## src/rtl/decode_ctrl_pkg.sv

```systemverilog
// rtl/decode_ctrl_pkg.sv - shared types and constants for the decode hazard controller
package decode_ctrl_pkg;

  typedef enum logic [1:0] {
    RUN   = 2'b00,
    MULTI = 2'b01,
    FLUSH = 2'b10
  } ctrl_state_t;

  localparam int DEF_FLUSH_CYCLES = 2;
  localparam int DEF_MULTI_LAT    = 4;

  // Bits needed for the shared counter, never less than one.
  function automatic int cnt_width(input int a, input int b);
    int m;
    m = (a > b) ? a : b;
    return (m > 1) ? $clog2(m) : 1;
  endfunction

endpackage

```

## src/rtl/ctrl_down_counter.sv

```systemverilog
// rtl/ctrl_down_counter.sv - loadable down counter with zero flag, saturating at zero
module ctrl_down_counter #(
  parameter int WIDTH = 2
) (
  input  logic             clk,
  input  logic             rst_n,
  input  logic             load,
  input  logic [WIDTH-1:0] load_value,
  input  logic             dec,
  output logic             zero
);

  logic [WIDTH-1:0] count;

  always_ff @(posedge clk or negedge rst_n) begin
    if (!rst_n) begin
      count <= '0;
    end else if (load) begin
      count <= load_value;
    end else if (dec && (count != '0)) begin
      count <= count - 1'b1;
    end
  end

  assign zero = (count == '0);

endmodule

```

## src/rtl/decode_hazard_controller.sv

```systemverilog
// rtl/decode_hazard_controller.sv - stall/flush sequencing for the decode stage
module decode_hazard_controller
  import decode_ctrl_pkg::*;
#(
  parameter int REG_W        = 4,
  parameter int FLUSH_CYCLES = DEF_FLUSH_CYCLES,
  parameter int MULTI_LAT    = DEF_MULTI_LAT
) (
  input  logic             clk,
  input  logic             rst_n,
  input  logic [REG_W-1:0] RA1D,
  input  logic [REG_W-1:0] RA2D,
  input  logic             UseRA1D,
  input  logic             UseRA2D,
  input  logic [REG_W-1:0] WA3E,
  input  logic             RegWriteE,
  input  logic             MemtoRegE,
  input  logic             BranchTakenE,
  input  logic             MultiD,
  output logic             StallF,
  output logic             StallD,
  output logic             FlushD,
  output logic             FlushE,
  output logic             BusyE,
  output logic [1:0]       StateO
);

  localparam int CW = cnt_width(FLUSH_CYCLES, MULTI_LAT);
  localparam logic [CW-1:0] MULTI_LOAD = CW'(MULTI_LAT - 2);
  // The counter holds the FLUSH cycles still to come after the current one,
  // so the branch cycle plus the FLUSH window totals FLUSH_CYCLES.
  localparam logic [CW-1:0] FLUSH_LOAD  = CW'((FLUSH_CYCLES >= 2) ? FLUSH_CYCLES - 2 : 0);
  localparam bit            FLUSH_ENTER = (FLUSH_CYCLES >= 2);

  ctrl_state_t state, state_next;
  logic        cnt_load, cnt_dec, cnt_zero;
  logic [CW-1:0] cnt_value;
  logic        lw_stall;

  assign lw_stall = MemtoRegE & RegWriteE &
                    ((UseRA1D & (RA1D == WA3E)) | (UseRA2D & (RA2D == WA3E)));

  always_ff @(posedge clk or negedge rst_n) begin
    if (!rst_n) begin
      state <= RUN;
    end else begin
      state <= state_next;
    end
  end

  always_comb begin
    state_next = state;
    cnt_load   = 1'b0;
    cnt_value  = '0;
    cnt_dec    = 1'b0;
    StallF     = 1'b0;
    StallD     = 1'b0;
    FlushD     = 1'b0;
    FlushE     = 1'b0;
    BusyE      = 1'b0;
    case (state)
      RUN: begin
        if (BranchTakenE) begin
          FlushD = 1'b1;
          FlushE = 1'b1;
          if (FLUSH_ENTER) begin
            state_next = FLUSH;
            cnt_load   = 1'b1;
            cnt_value  = FLUSH_LOAD;
          end
        end else if (lw_stall) begin
          StallF = 1'b1;
          StallD = 1'b1;
          FlushE = 1'b1;
        end else if (MultiD) begin
          state_next = MULTI;
          cnt_load   = 1'b1;
          cnt_value  = MULTI_LOAD;
        end
      end
      MULTI: begin
        StallF = 1'b1;
        StallD = 1'b1;
        BusyE  = 1'b1;
        if (cnt_zero) state_next = RUN;
        else          cnt_dec    = 1'b1;
      end
      FLUSH: begin
        FlushD = 1'b1;
        if (BranchTakenE) begin
          FlushE    = 1'b1;
          cnt_load  = 1'b1;
          cnt_value = FLUSH_LOAD;
        end else if (cnt_zero) begin
          state_next = RUN;
        end else begin
          cnt_dec = 1'b1;
        end
      end
      default: state_next = RUN;
    endcase
  end

  ctrl_down_counter #(.WIDTH(CW)) u_cnt (
    .clk        (clk),
    .rst_n      (rst_n),
    .load       (cnt_load),
    .load_value (cnt_value),
    .dec        (cnt_dec),
    .zero       (cnt_zero)
  );

  assign StateO = state;

endmodule

```

## config.mk

```make
export PLATFORM = sky130hd
export DESIGN_NAME = decode_hazard_controller
export DESIGN_NICKNAME = d
export VERILOG_FILES = /design/src/rtl/decode_ctrl_pkg.sv /design/src/rtl/ctrl_down_counter.sv /design/src/rtl/decode_hazard_controller.sv
export SDC_FILE = /design/constraint.sdc
export NUM_CORES = 1
export LEC_CHECK = 0
export CAP_MARGIN = 20
export CORE_UTILIZATION = 30
export CTS_CLUSTER_DIAMETER = 30
export CTS_CLUSTER_SIZE = 28
export DETAILED_ROUTE_END_ITERATION = 10
export GPL_TIMING_DRIVEN = 1
export HOLD_SLACK_MARGIN = 0.08
export PLACE_DENSITY = 0.67
export SLEW_MARGIN = 0
export SYNTH_ARGS = -nofsm -noshare
export SYNTH_HDL_FRONTEND = slang
export SYNTH_HIERARCHICAL = 1
export SYNTH_SLANG_ARGS = --single-unit
```

## constraint.sdc

```tcl
create_clock -name clk -period 3 [get_ports clk]
set_input_delay 0.6 -clock clk [delete_from_list [all_inputs] [get_ports clk]]
set_output_delay 0.6 -clock clk [all_outputs]
set_load 0.05 [all_outputs]
```

==> results of run 1 <==
flip-flops by register name, summed over array words and instances (netlist names):
signal / count
u_cnt/count: 2
StateO: 2
cell usage in the layout (no fill, tap or decap), drive strengths merged, types with 2 or more instances in the layout:
cell type,Yosys,final
clkbuf,0,3
clkdlybuf4s50,0,22
inv,6,6
dfrtp,4,4
or4b,2,2
xnor2,4,4
buf,1,5
xor2,4,4
nand3,2,2
o21ai,3,3
nor3,2,2
nand2b,2,2
nor4,2,2
nor2b,2,2
ha,4,4
nand2,9,9
metrics by stage:
step                      utilization, %  setup slack [ns]  power (mW)
after global placement              56.0             0.238       0.595
after floorplan                        -             0.461       0.421
after global routing                57.6            0.0441       0.708
after detailed placement            56.0             0.173       0.598
final                               57.6             0.192       0.660
after CTS                           57.6             0.167       0.667
critical path, stage by stage:
cell and delay (ns):
clkdlybuf4s50_1 0.52, xnor2_1 0.13, nand4_1 0.13, nor4_2 0.26, or2_1 0.19, a21o_1 0.21, buf_12 0.16
cell type report:
type	count	area, um2
clock buffer	3	22.5
tap	15	18.8
timing repair buffer	27	295
fill	133	586
multi-input combinational	48	338
sequential	4	100
inverter	6	22.5
per-layer routing:
| metal | global-route usage [%] | wire length [um] | up-vias |
|---|---|---|---|
| met1 | 19.0 | 576 | 218 |
| li1 | - | - | 258 |
| met3 | 2.17 | 32 | 2 |
| met5 | 0 | 0 | - |
| met4 | 7.10 | 13 | 0 |
| met2 | 23.8 | 552 | 11 |
synthesized netlist by cell type, types with 2 or more instances:
cell type | instances | share of area [%]
nor2b_1 | 2 | 2.7
inv_1 | 6 | 4.8
nand2b_1 | 2 | 2.7
o21ai_0 | 2 | 2.1
dfrtp_1 | 4 | 21
nand2_1 | 9 | 7.2
nor3_1 | 2 | 2.1
xnor2_1 | 4 | 7.5
nand3_1 | 2 | 2.1
ha_1 | 4 | 11
xor2_1 | 4 | 7.5
or4b_1 | 2 | 4.3
logic make-up after synthesis:
family                   Yosys count
XOR/XNOR                           8
buffers and inverters              7
flip-flops                         4
adder cells (fa/ha/maj)            4
other                              1
AO/OA/AOI/OAI                      9
AND/OR/NAND/NOR                   26
where the power goes:
group / switching [mW] / total [mW] / internal [mW]
Sequential: 0.0196 / 0.0995 / 0.0799
Clock: 0.0185 / 0.0630 / 0.0445
Combinational: 0.290 / 0.497 / 0.207
path summary, 6_finish.rpt:
| path | startpoint | to | slack (ns) |
|---|---|---|---|
| worst max-delay path | WA3E[2] | StallD | 0.19 |
| worst min-delay path | rst_n | u_cnt/count[0]$_DFFE_PN0P_ | 0.57 |
| worst max register to register | StateO[0]$_DFFE_PN0P_ | u_cnt/count[1]$_DFFE_PN0P_ | 1.10 |
| worst min register to register | StateO[0]$_DFFE_PN0P_ | StateO[0]$_DFFE_PN0P_ | 0.58 |
| max in group asynchronous | rst_n | StateO[0]$_DFFE_PN0P_ | 2.26 |
| min in group clk | StateO[0]$_DFFE_PN0P_ | StateO[0]$_DFFE_PN0P_ | 0.58 |
==> flow_metrics.env, run 1 <==
export IMPL_status="completed"
export IMPL_drc=0
export IMPL_grt_pass1_wl_um=2010
export IMPL_synthesis_nets=83
export IMPL_post_cts_buffers=0
export IMPL_maxCapViolCount=0
export IMPL_drtPass1Iterations=4
export IMPL_synth_top_family_by_area="simple AND/OR/NAND/NOR gates"
export IMPL_finalHoldViolCount=0
export IMPL_finalCriticalPeriod_ns=2.81
export IMPL_peakVddDrop_mv=0.411
export IMPL_grt_antenna_before_repair=0
export IMPL_synthXorXnorAreaFrac_pct=15.0
export IMPL_drive_above_1_share_pct=11.4
export IMPL_synth_fa_ha_area_share_pct=10.7
export IMPL_detailed_place_area_um2=774
export IMPL_dieArea_um2=1720
export IMPL_vias_per_cell=4.75
export IMPL_port_buffers=26
export IMPL_grt_use_total_pct=14.7
export IMPL_ys_ff_latch=4
export IMPL_initial_core_util_pct=33.8
export IMPL_fmax_ghz=0.356
export IMPL_drt_iter0_drc=5
export IMPL_syn_avg_cell_area_um2=7.93
export IMPL_crit_type="input pin to output port"
export IMPL_synth_area_um2=468
export IMPL_overflow=0
export IMPL_critPathCaptureType="output port"
export IMPL_worst_hold_slack_ns=0.571
export IMPL_required_ns=2.40
export IMPL_syn2layout_area_growth_pct=70.3
export IMPL_nets=114
export IMPL_fin_area_um2=797
export IMPL_clk_path_buf_depth=2
export IMPL_synth_simple_area_share_pct=31.6
export IMPL_p_leak_nw=0.350
export IMPL_finalCritPeriodShare_pct=93.6
export IMPL_cts_resized_gates=0
export IMPL_grt_pass1_vias=489
export IMPL_synth_compound_area_share_pct=14.2
export IMPL_routed_wirelength_um=1180
export IMPL_die_height_um=41.5
export IMPL_rows=13
export IMPL_cp_max_fo=4
export IMPL_num_antenna_cells=0
export IMPL_synthArstFlopShare_pct=100
export IMPL_clock_latency_ns=0.23
export IMPL_grt_max_degree=7
export IMPL_slew_violations=0
export IMPL_ant_nets=0
export IMPL_arrival_ns=2.21
export IMPL_synth_edff_count=0
export IMPL_hold_buffers=0
export IMPL_gp_congestion=0.792
export IMPL_synthMuxAreaShare_pct=0
export IMPL_cts_buffers=3
export IMPL_fin_skew_ns=0.00318
export IMPL_hpwlAfterDp_um=1040
export IMPL_synthDistinctLibCells=28
export IMPL_cp_start_kind="input pin"
export IMPL_cts_root_buffer_cell="clkbuf_4"
export IMPL_setup_violations=0
export IMPL_dp_cells=100
export IMPL_die_width_um=41.5
export IMPL_rsz0062_at_grt="false"
export IMPL_ys_seq_area_share_pct=21.4
export IMPL_htreeDepth=1
export IMPL_vias=489
export IMPL_setup_tns_ns=0
export IMPL_core_area_um2=1380
export IMPL_netlist_instances=59
export IMPL_clock_sinks=4
export IMPL_ys_flop_type="dfrtp_1"
export IMPL_layout_cells_non_filler=103
export IMPL_route_detailed_wl_per_inst_um=11.4
export IMPL_ioPinCount=27
export IMPL_ff2ff_path_depth=6
export IMPL_hold_class="input pin to async pin"
export IMPL_cts_clk_slew_worst_paths_ns=0.04
export IMPL_power_density_nw_per_um2=827
export IMPL_cts_tree="yes"
export IMPL_yosys_warnings=6
Power figures use the tool's default switching activity.
==> run 2, diff against run 1 <==
--- a/config.mk
+++ b/config.mk
@@ -10,9 +10,10 @@
 export CTS_CLUSTER_DIAMETER = 30
 export CTS_CLUSTER_SIZE = 28
 export DETAILED_ROUTE_END_ITERATION = 10
+export DONT_BUFFER_PORTS = 1
 export GPL_TIMING_DRIVEN = 1
 export HOLD_SLACK_MARGIN = 0.08
-export PLACE_DENSITY = 0.67
+export PLACE_DENSITY = 0.45
 export SLEW_MARGIN = 0
 export SYNTH_ARGS = -nofsm -noshare
 export SYNTH_HDL_FRONTEND = slang
==> constraint.sdc (replaced) <==
create_clock -name clk -period 3.3 [get_ports clk]
set_input_delay 0.66 -clock clk [delete_from_list [all_inputs] [get_ports clk]]
set_output_delay 0.66 -clock clk [all_outputs]
set_load 0.05 [all_outputs]
==> flow_metrics.env, run 2 (synthesis results as in run 1) <==
export IMPL_p_sw_share_pct=57.4
export IMPL_num_antenna_cells=0
export IMPL_crit_type="flip-flop to output port"
export IMPL_clock_latency_ns=0.23
export IMPL_grt_pass1_vias=437
export IMPL_vias=403
export IMPL_fin_util_pct=36.8
export IMPL_status="completed"
export IMPL_finalCritPeriodShare_pct=79.1
export IMPL_initial_core_util_pct=33.8
export IMPL_worst_hold_slack_ns=0.129
export IMPL_fin_area_um2=509
export IMPL_overflow=0
export IMPL_grt_use_total_pct=12.0
export IMPL_clockPowerShare_pct=12.1
export IMPL_clk_path_buf_depth=2
export IMPL_htreeDepth=1
export IMPL_cts_buffers=3
export IMPL_route_detailed_wl_per_inst_um=11.3
export IMPL_required_ns=2.64
export IMPL_total_power_mw=0.477
export IMPL_drc=0
export IMPL_p_leak_nw=0.233
export IMPL_post_cts_buffers=0
export IMPL_die_height_um=41.5
export IMPL_rows=13
export IMPL_seq_area_um2=100
export IMPL_grt_pass1_wl_um=1650
export IMPL_mostFrequentLayoutCells="nand2_1 (9), inv_1 (6)"
export IMPL_internal_power_mw=0.203
export IMPL_ioPinCount=27
export IMPL_die_width_um=41.5
export IMPL_detailed_place_area_um2=487
export IMPL_routed_wirelength_um=869
export IMPL_setup_violations=0
export IMPL_finalHoldViolCount=0
export IMPL_worstMarginPinSlew_ns=0.574
export IMPL_max_stage_delay_ns=0.70
export IMPL_p_comb_share_pct=61.2
export IMPL_multi_input_area_um2=338
export IMPL_clock_sinks=4
export IMPL_drtPass1Iterations=3
export IMPL_drive_above_1_share_pct=9.68
export IMPL_peakVddDrop_mv=0.283
export IMPL_cts_tree="yes"
export IMPL_final_common_cell="nand2_1"
export IMPL_power_density_nw_per_um2=937
export IMPL_grt_max_degree=7
export IMPL_maxCapViolCount=0
export IMPL_cp_slowest_cell="dfrtp_1"
export IMPL_setup_tns_ns=0
export IMPL_nets=88
export IMPL_cts_root_buffer_cell="clkbuf_4"
export IMPL_hold_buffers=0
export IMPL_syn2layout_area_growth_pct=8.82
export IMPL_core_area_um2=1380
export IMPL_cp_start_kind="flip-flop"
export IMPL_slew_headroom_pct=61.7
export IMPL_gp_congestion=0.728
export IMPL_cp_max_fo=5
export IMPL_grt_antenna_before_repair=0
export IMPL_finalCriticalPeriod_ns=2.61
export IMPL_port_buffers=0
export IMPL_critPathCaptureType="output port"
export IMPL_hold_class="input pin to async pin"
export IMPL_arrival_ns=1.95
export IMPL_ant_nets=0
export IMPL_vias_per_cell=5.23
export IMPL_slew_violations=0
export IMPL_nFillCells=152
export IMPL_rsz0062_at_grt="false"
export IMPL_power_frac_seq_pct=26.7
export IMPL_hpwlAfterDp_um=786
export IMPL_fin_skew_ns=0.000130
export IMPL_fmax_ghz=0.383
export IMPL_p_switching_mw=0.274
export IMPL_dieArea_um2=1720
export IMPL_cts_clk_slew_worst_paths_ns=0.04
export IMPL_path_cells="inv_1 > ha_1 > a21o_1 > buf_4"
export IMPL_drt_iter0_drc=2
export IMPL_cts_resized_gates=0
run 2: cell types whose count changed in the layout (fill, tap and decap cells not counted):
| cell | before | now |
|---|---|---|
| buf_12 | 3 | 0 |
| clkdlybuf4s50_1 | 22 | 0 |
| buf_4 | 2 | 1 |
run 2: routing by layer:
| metal | part of all wire, % | vias to the layer above | global-route usage, % | routed length (um) |
|---|---|---|---|---|
| met5 | 0 | - | 0 | 0 |
| met4 | 0 | 0 | 5.81 | 0 |
| met3 | 8.3 | 0 | 2.17 | 72 |
| met2 | 48 | 14 | 19.7 | 413 |
| met1 | 44 | 182 | 14.9 | 383 |
| li1 | - | 207 | - | - |
run 2: critical path: cells and delay by family, from the launching register on:
kind,cells,cell delay (ns)
DFF,1,0.70
adders and majority gates,1,0.42
buffers and inverters,2,0.36
AOI/OAI and AO/OA,1,0.24
run 2: metrics by stage:
stage / std cells / setup slack (ns)
floorplan: 59 / 0.641
global placement: 74 / 0.838
detailed placement: 74 / 0.808
CTS: 77 / 0.673
global route: 77 / 0.523
finish: 77 / 0.688
run 2: power groups by stage:
stage / Clock [mW] / Sequential (mW) / Combinational (mW)
after floorplan: 0 / 0.123 / 0.260
after global placement: 0 / 0.128 / 0.299
after detailed placement: 0 / 0.129 / 0.297
after CTS: 0.0607 / 0.128 / 0.297
after global routing: 0.0651 / 0.132 / 0.332
final: 0.0576 / 0.128 / 0.292
run 2: final timing paths:
kind | from | end | slack, ns | cells after the start
worst min register to register | u_cnt/count[0]$_DFFE_PN0P_ | u_cnt/count[0]$_DFFE_PN0P_ | 0.59 | 2
worst max register to register | StateO[1]$_DFFE_PN0P_ | u_cnt/count[1]$_DFFE_PN0P_ | 1.02 | 6
worst min-delay path | rst_n | u_cnt/count[0]$_DFFE_PN0P_ | 0.13 | 0
min in group clk | u_cnt/count[0]$_DFFE_PN0P_ | u_cnt/count[0]$_DFFE_PN0P_ | 0.59 | 2
worst max-delay path | StateO[1]$_DFFE_PN0P_ | StallD | 0.69 | 4
max in group asynchronous | rst_n | StateO[0]$_DFFE_PN0P_ | 3.10 | 0
run 2: cell type report:
type                            count  area share [%]
Multi-Input combinational cell     48            66.3
Sequential cell                     4            19.7
Clock buffer                        3            4.42
Inverter                            6            4.42
Tap cell                           15            3.69
Timing Repair Buffer                1            1.47
